$ cat src/rtl/wb_csr_bank.sv
// rtl/wb_csr_bank.sv - Wishbone B4 classic CSR bank: byte-laned RW regs, RO status words, W1C IRQ status/enable
module wb_csr_bank #(
    parameter logic [31:0]          BASE_ADDR = 32'h3000_0000,
    parameter int                   NUM_RW    = 4,
    parameter int                   NUM_RO    = 2,
    parameter int                   NUM_IRQ   = 8,
    parameter logic [32*NUM_RW-1:0] RW_RESET  = '0
) (
    input  logic                                      wb_clk_i,
    input  logic                                      wb_rst_n_i,
    input  logic                                      wbs_stb_i,
    input  logic                                      wbs_cyc_i,
    input  logic                                      wbs_we_i,
    input  logic [3:0]                                wbs_sel_i,
    input  logic [31:0]                               wbs_dat_i,
    input  logic [31:0]                               wbs_adr_i,
    output logic                                      wbs_ack_o,
    output logic                                      wbs_err_o,
    output logic [31:0]                               wbs_dat_o,
    output logic [32*NUM_RW-1:0]                      csr_rw_o,
    output logic [NUM_RW-1:0]                         csr_wr_pulse_o,
    input  logic [32*((NUM_RO > 0) ? NUM_RO : 1)-1:0] csr_ro_i,
    input  logic [NUM_IRQ-1:0]                        irq_evt_i,
    output logic                                      irq_o
);

    localparam int          IDX_STATUS = NUM_RW + NUM_RO;
    localparam int          IDX_ENABLE = NUM_RW + NUM_RO + 1;
    localparam logic [29:0] MAP_WORDS  = 30'(NUM_RW + NUM_RO + 2);

    typedef enum logic {
        IDLE,
        RESP
    } state_t;

    state_t state;
    state_t state_next;

    logic [29:0]          word_idx;
    logic                 mapped;
    logic                 accept;
    logic                 do_write;
    logic [31:0]          lane_mask;
    logic [31:0]          rd_word;
    logic [31:0]          enable_merged;
    logic [NUM_IRQ-1:0]   irq_clr;

    logic [32*NUM_RW-1:0] rw_q;
    logic [NUM_RW-1:0]    pulse_q;
    logic [NUM_IRQ-1:0]   status_q;
    logic [NUM_IRQ-1:0]   enable_q;
    logic                 irq_q;
    logic                 ack_q;
    logic                 err_q;
    logic [31:0]          dat_q;

    always_ff @(posedge wb_clk_i) begin
        if (!wb_rst_n_i) begin
            state <= IDLE;
        end else begin
            state <= state_next;
        end
    end

    always_comb begin
        state_next = state;
        accept     = 1'b0;
        case (state)
            IDLE: begin
                if (wbs_stb_i && wbs_cyc_i) begin
                    accept     = 1'b1;
                    state_next = RESP;
                end
            end
            RESP: state_next = IDLE;
            default: state_next = IDLE;
        endcase
    end

    // Subtracting word-aligned parts keeps the index exact; the compare against BASE_ADDR rejects wrap-around.
    assign word_idx  = wbs_adr_i[31:2] - BASE_ADDR[31:2];
    assign mapped    = (wbs_adr_i >= BASE_ADDR) && (word_idx < MAP_WORDS) && (wbs_adr_i[1:0] == 2'b00);
    assign do_write  = accept && mapped && wbs_we_i;
    assign lane_mask = {{8{wbs_sel_i[3]}}, {8{wbs_sel_i[2]}}, {8{wbs_sel_i[1]}}, {8{wbs_sel_i[0]}}};

    always_comb begin
        rd_word = 32'h0;
        for (int i = 0; i < NUM_RW; i++) begin
            if (word_idx == 30'(i)) begin
                rd_word = rw_q[32*i +: 32];
            end
        end
        for (int j = 0; j < NUM_RO; j++) begin
            if (word_idx == 30'(NUM_RW + j)) begin
                rd_word = csr_ro_i[32*j +: 32];
            end
        end
        if (word_idx == 30'(IDX_STATUS)) begin
            rd_word = 32'(status_q);
        end
        if (word_idx == 30'(IDX_ENABLE)) begin
            rd_word = 32'(enable_q);
        end
    end

    always_comb begin
        irq_clr       = '0;
        enable_merged = (32'(enable_q) & ~lane_mask) | (wbs_dat_i & lane_mask);
        if (do_write && (word_idx == 30'(IDX_STATUS))) begin
            irq_clr = NUM_IRQ'(wbs_dat_i & lane_mask);
        end
    end

    always_ff @(posedge wb_clk_i) begin
        if (!wb_rst_n_i) begin
            rw_q    <= RW_RESET;
            pulse_q <= '0;
        end else begin
            pulse_q <= '0;
            for (int i = 0; i < NUM_RW; i++) begin
                if (do_write && (word_idx == 30'(i))) begin
                    rw_q[32*i +: 32] <= (rw_q[32*i +: 32] & ~lane_mask) | (wbs_dat_i & lane_mask);
                    pulse_q[i]       <= |wbs_sel_i;
                end
            end
        end
    end

    // An event in the same cycle as a clear on that bit must leave it set, so OR the events in last.
    always_ff @(posedge wb_clk_i) begin
        if (!wb_rst_n_i) begin
            status_q <= '0;
            enable_q <= '0;
            irq_q    <= 1'b0;
        end else begin
            status_q <= (status_q & ~irq_clr) | irq_evt_i;
            if (do_write && (word_idx == 30'(IDX_ENABLE))) begin
                enable_q <= enable_merged[NUM_IRQ-1:0];
            end
            irq_q <= |(status_q & enable_q);
        end
    end

    always_ff @(posedge wb_clk_i) begin
        if (!wb_rst_n_i) begin
            ack_q <= 1'b0;
            err_q <= 1'b0;
            dat_q <= 32'h0;
        end else if (accept) begin
            ack_q <= mapped;
            err_q <= !mapped;
            dat_q <= (mapped && !wbs_we_i) ? rd_word : 32'h0;
        end else begin
            ack_q <= 1'b0;
            err_q <= 1'b0;
        end
    end

    // Reset arriving during RESP suppresses the pending response and write pulse immediately.
    assign wbs_ack_o      = ack_q & wb_rst_n_i;
    assign wbs_err_o      = err_q & wb_rst_n_i;
    assign csr_wr_pulse_o = pulse_q & {NUM_RW{wb_rst_n_i}};
    assign wbs_dat_o      = dat_q;
    assign csr_rw_o       = rw_q;
    assign irq_o          = irq_q;

endmodule

$ cat config.mk
export PLATFORM = sky130hd
export DESIGN_NAME = wb_csr_bank
export DESIGN_NICKNAME = d
export VERILOG_FILES = /design/src/rtl/wb_csr_bank.sv
export SDC_FILE = /design/constraint.sdc
export NUM_CORES = 1
export LEC_CHECK = 0
export ABC_AREA = 1
export BUFFER_PORTS_ARGS = -buffer_cell sky130_fd_sc_hd__clkbuf_2
export CAP_MARGIN = 20
export CORE_MARGIN = 5
export CORE_UTILIZATION = 40
export DETAILED_ROUTE_END_ITERATION = 6
export PLACE_DENSITY = 0.68
export SLEW_MARGIN = 0
export SYNTH_ARGS = -nofsm -noshare
export SYNTH_HDL_FRONTEND = slang
export SYNTH_SLANG_ARGS = --single-unit
$ cat constraint.sdc
create_clock -name wb_clk_i -period 2.8 [get_ports wb_clk_i]
set_clock_uncertainty 0.1 [all_clocks]
set_input_delay 0.28 -clock wb_clk_i [delete_from_list [all_inputs] [get_ports wb_clk_i]]
set_output_delay 0.28 -clock wb_clk_i [all_outputs]
set_load 0.02 [all_outputs]
==> results.toml <==
[critical_path]
worst_setup_path_end_kind = "register"
start_kind = "register"
crit_chain = "nor2_1 -> inv_2 -> nor3_4 -> nand3_1 -> o21ai_0 -> a21oi_1"
crit_path_max_incr_delay_ps = 440
required_ps = 3010
path_delay_family = "simple AND/OR/NAND/NOR gates"
cp_num_buf_inv = 1
cp_max_fo = 13
slowest_stage = "nor3_4"
worstSetupPathType = "reg -> reg"
crit_arrival_ps = 2510
reg2reg_depth = 6
reg2reg_slack_ps = 500
r2r_start = "state"

[floorplanning]
fp.coreArea_um2 = 22600
initial_core_util_pct = 40.5
die_area_um2 = 26000
boundaryPins = 312
die_h_um = 161
die_w_um = 161
fp-row-count = 55

[cts]
cts_num_sinks = 184
cts_hold_buf = 19
cts_buffers = 17
htreeDepth = 4
clk_latency_ps = 430
cts_tree = "built"
clockBufferDepth = 2
cts-root-buf = "clkbuf_16"
clk_pin_slew_ps = 80
cts-resized-gates = 0
postCtsSetupBuffers = 0

[synthesis]
synth_top_family_by_area = "simple AND/OR/NAND/NOR gates"
ys_seq_area_share_pct = 40.3
ys_top_cells_by_area = "dfxtp_1 40%, nand2_1 11%, a21oi_1 8.4%, inv_1 7.9%, o21ai_0 7.3%"
synth-compound-area-share_pct = 20.3
ys_ff_latch = 184
yosys-mux-area-fraction_pct = 0
avgSynthCellArea_um2 = 6.68
synth-async-reset-ratio_pct = 0
synth_xor_area_share_pct = 0
synth_top_area_share_pct = 40.3
yosysMostFrequentCell = "nand2_1"
yosysWarnings = 0
synth_common_cells = "274 x nand2_1, 193 x inv_1, 184 x dfxtp_1, 175 x nor2_1, 154 x a21oi_1"
synth_fp_nets = 1512
syn_area_um2 = 9140
synth-simple-area-share_pct = 28.0
synthAdderAreaFrac_pct = 0
ys.flop_type = "dfxtp_1"
synth_top_area_cell = "dfxtp_1"
synth_edf_count = 0
ys_types = 39
synth_cells = 1367

[global_routing]
grt_overflow_total = 0
grt_pass1_vias = 9734
grt_pass1_wl_mm = 53.5
grtUsageTotal_pct = 26.2
grt_max_degree = 72
antenna_found_initial = 1

[drt]
drt_wl_total_mm = 34.9
wl_per_cell_um = 17.6
vias = 10000
drt_pre_antenna_iters = 6
vias_per_cell = 5.06
drc = 0
drt_iter0_drc = 778
antenna_left = 0

[timing]
slew_viol_final = 0
setup_viol = 0
period_minus_slack_ps = 2300
fmax_mhz = 435
rsz0062_at_grt = "false"
maxSlewHeadroom_pct = 42.0
worst_slew_pin_slew_ps = 859
hold_violations = 0
period_share_pct = 82.1
setup_tns_ps = 0

[pwr]
finalPower_mw = 5.45
p_sw_share_pct = 24.6
switching_power_mw = 1.34
p_leak_nw = 5.69
p_int_mw = 4.11
clkPwrFrac_pct = 46.1
seqPwrFrac_pct = 48.3
cellPowerDensity_nw_per_um2 = 461
comb_power_share_pct = 5.6
ir_drop_mv = 0.340

[hold_path]
min_path_type = "in -> reg"
min-delay-start = "wbs_dat_i[19]"
whs_path_depth = 2

[placed_design]
port-buffer-count = 311
hpwl_mm = 26.8
place_congestion = 0.982

[finish]
final_nets = 1832
antenna_cells = 0
drive_gt1_share_pct = 25.1
syn2layout_area_growth_pct = 29.3

[outcome]
status = "finished, final reports clean"

[flow_run]
drv_cap = 0
[final cells by class]
class / count / area (um^2)
fill: 2279 / 10800
multi-input combinational: 921 / 4410
sequential: 184 / 3680
timing repair buffer: 357 / 1980
inverter: 206 / 776
clock buffer: 18 / 429
tap: 285 / 357
clock inverter: 14 / 180
[metal layers]
metal  track usage, %  routed length [um]
met1             34.8               15000
met2             42.4               15800
met3             5.51                3080
met4             9.46                1060
met5                0                   0
[per-stage QoR]
stage	worst slack, ps	hold WS (ps)	instance area, um^2	util [%]	instances
global route	376	0.725	11800	52.3	1985
finish	502	6.06	11800	52.3	1985
detailed placement	219	356	11000	48.7	1933
global placement	287	348	11000	48.7	1933
CTS	519	0.859	11800	52.3	1984
floorplan	928	297	9140	-	1367
[worst max path at each step]
stage             startpoint       end  slack (ps)  cells after the start
2_1_floorplan  wbs_adr_i[15]  register         930                     13
3_3_place_gp   wbs_adr_i[22]  register         290                     11
3_5_place_dp   wbs_adr_i[23]  register         220                     12
4_1_cts                state  register         520                      6
5_1_grt                state  register         380                      6
6_report               state  register         500                      6
[power groups by stage]
| stage | logic [mW] | registers (mW) | clock network, mW |
|---|---|---|---|
| after floorplan | 0.109 | 2.69 | 0 |
| after global placement | 0.277 | 2.69 | 0 |
| after detailed placement | 0.278 | 2.69 | 0 |
| after CTS | 0.300 | 2.63 | 2.54 |
| after global routing | 0.332 | 2.63 | 2.66 |
| final | 0.305 | 2.63 | 2.51 |
[cells in the final DEF, fill, tap and decap left out, types with 12 or more instances in the layout]
cell type      instances
inv_2                 12
o21ai_0              134
nand2_1              274
nand3_1               45
nor2_1               175
dfxtp_1              184
or2_2                 12
nand4_1               17
dlygate4sd3_1         20
clkbuf_2             311
a21oi_1              154
inv_1                193
buf_4                 24
clkbuf_16             17
o21a_1                36
[kinds of logic after synthesis]
| family | after synthesis |
|---|---|
| AND/OR/NAND/NOR | 577 |
| AO/OA/AOI/OAI | 344 |
| flip-flops | 184 |
| buffers and inverters | 262 |
(Power assumes the default switching activity.)
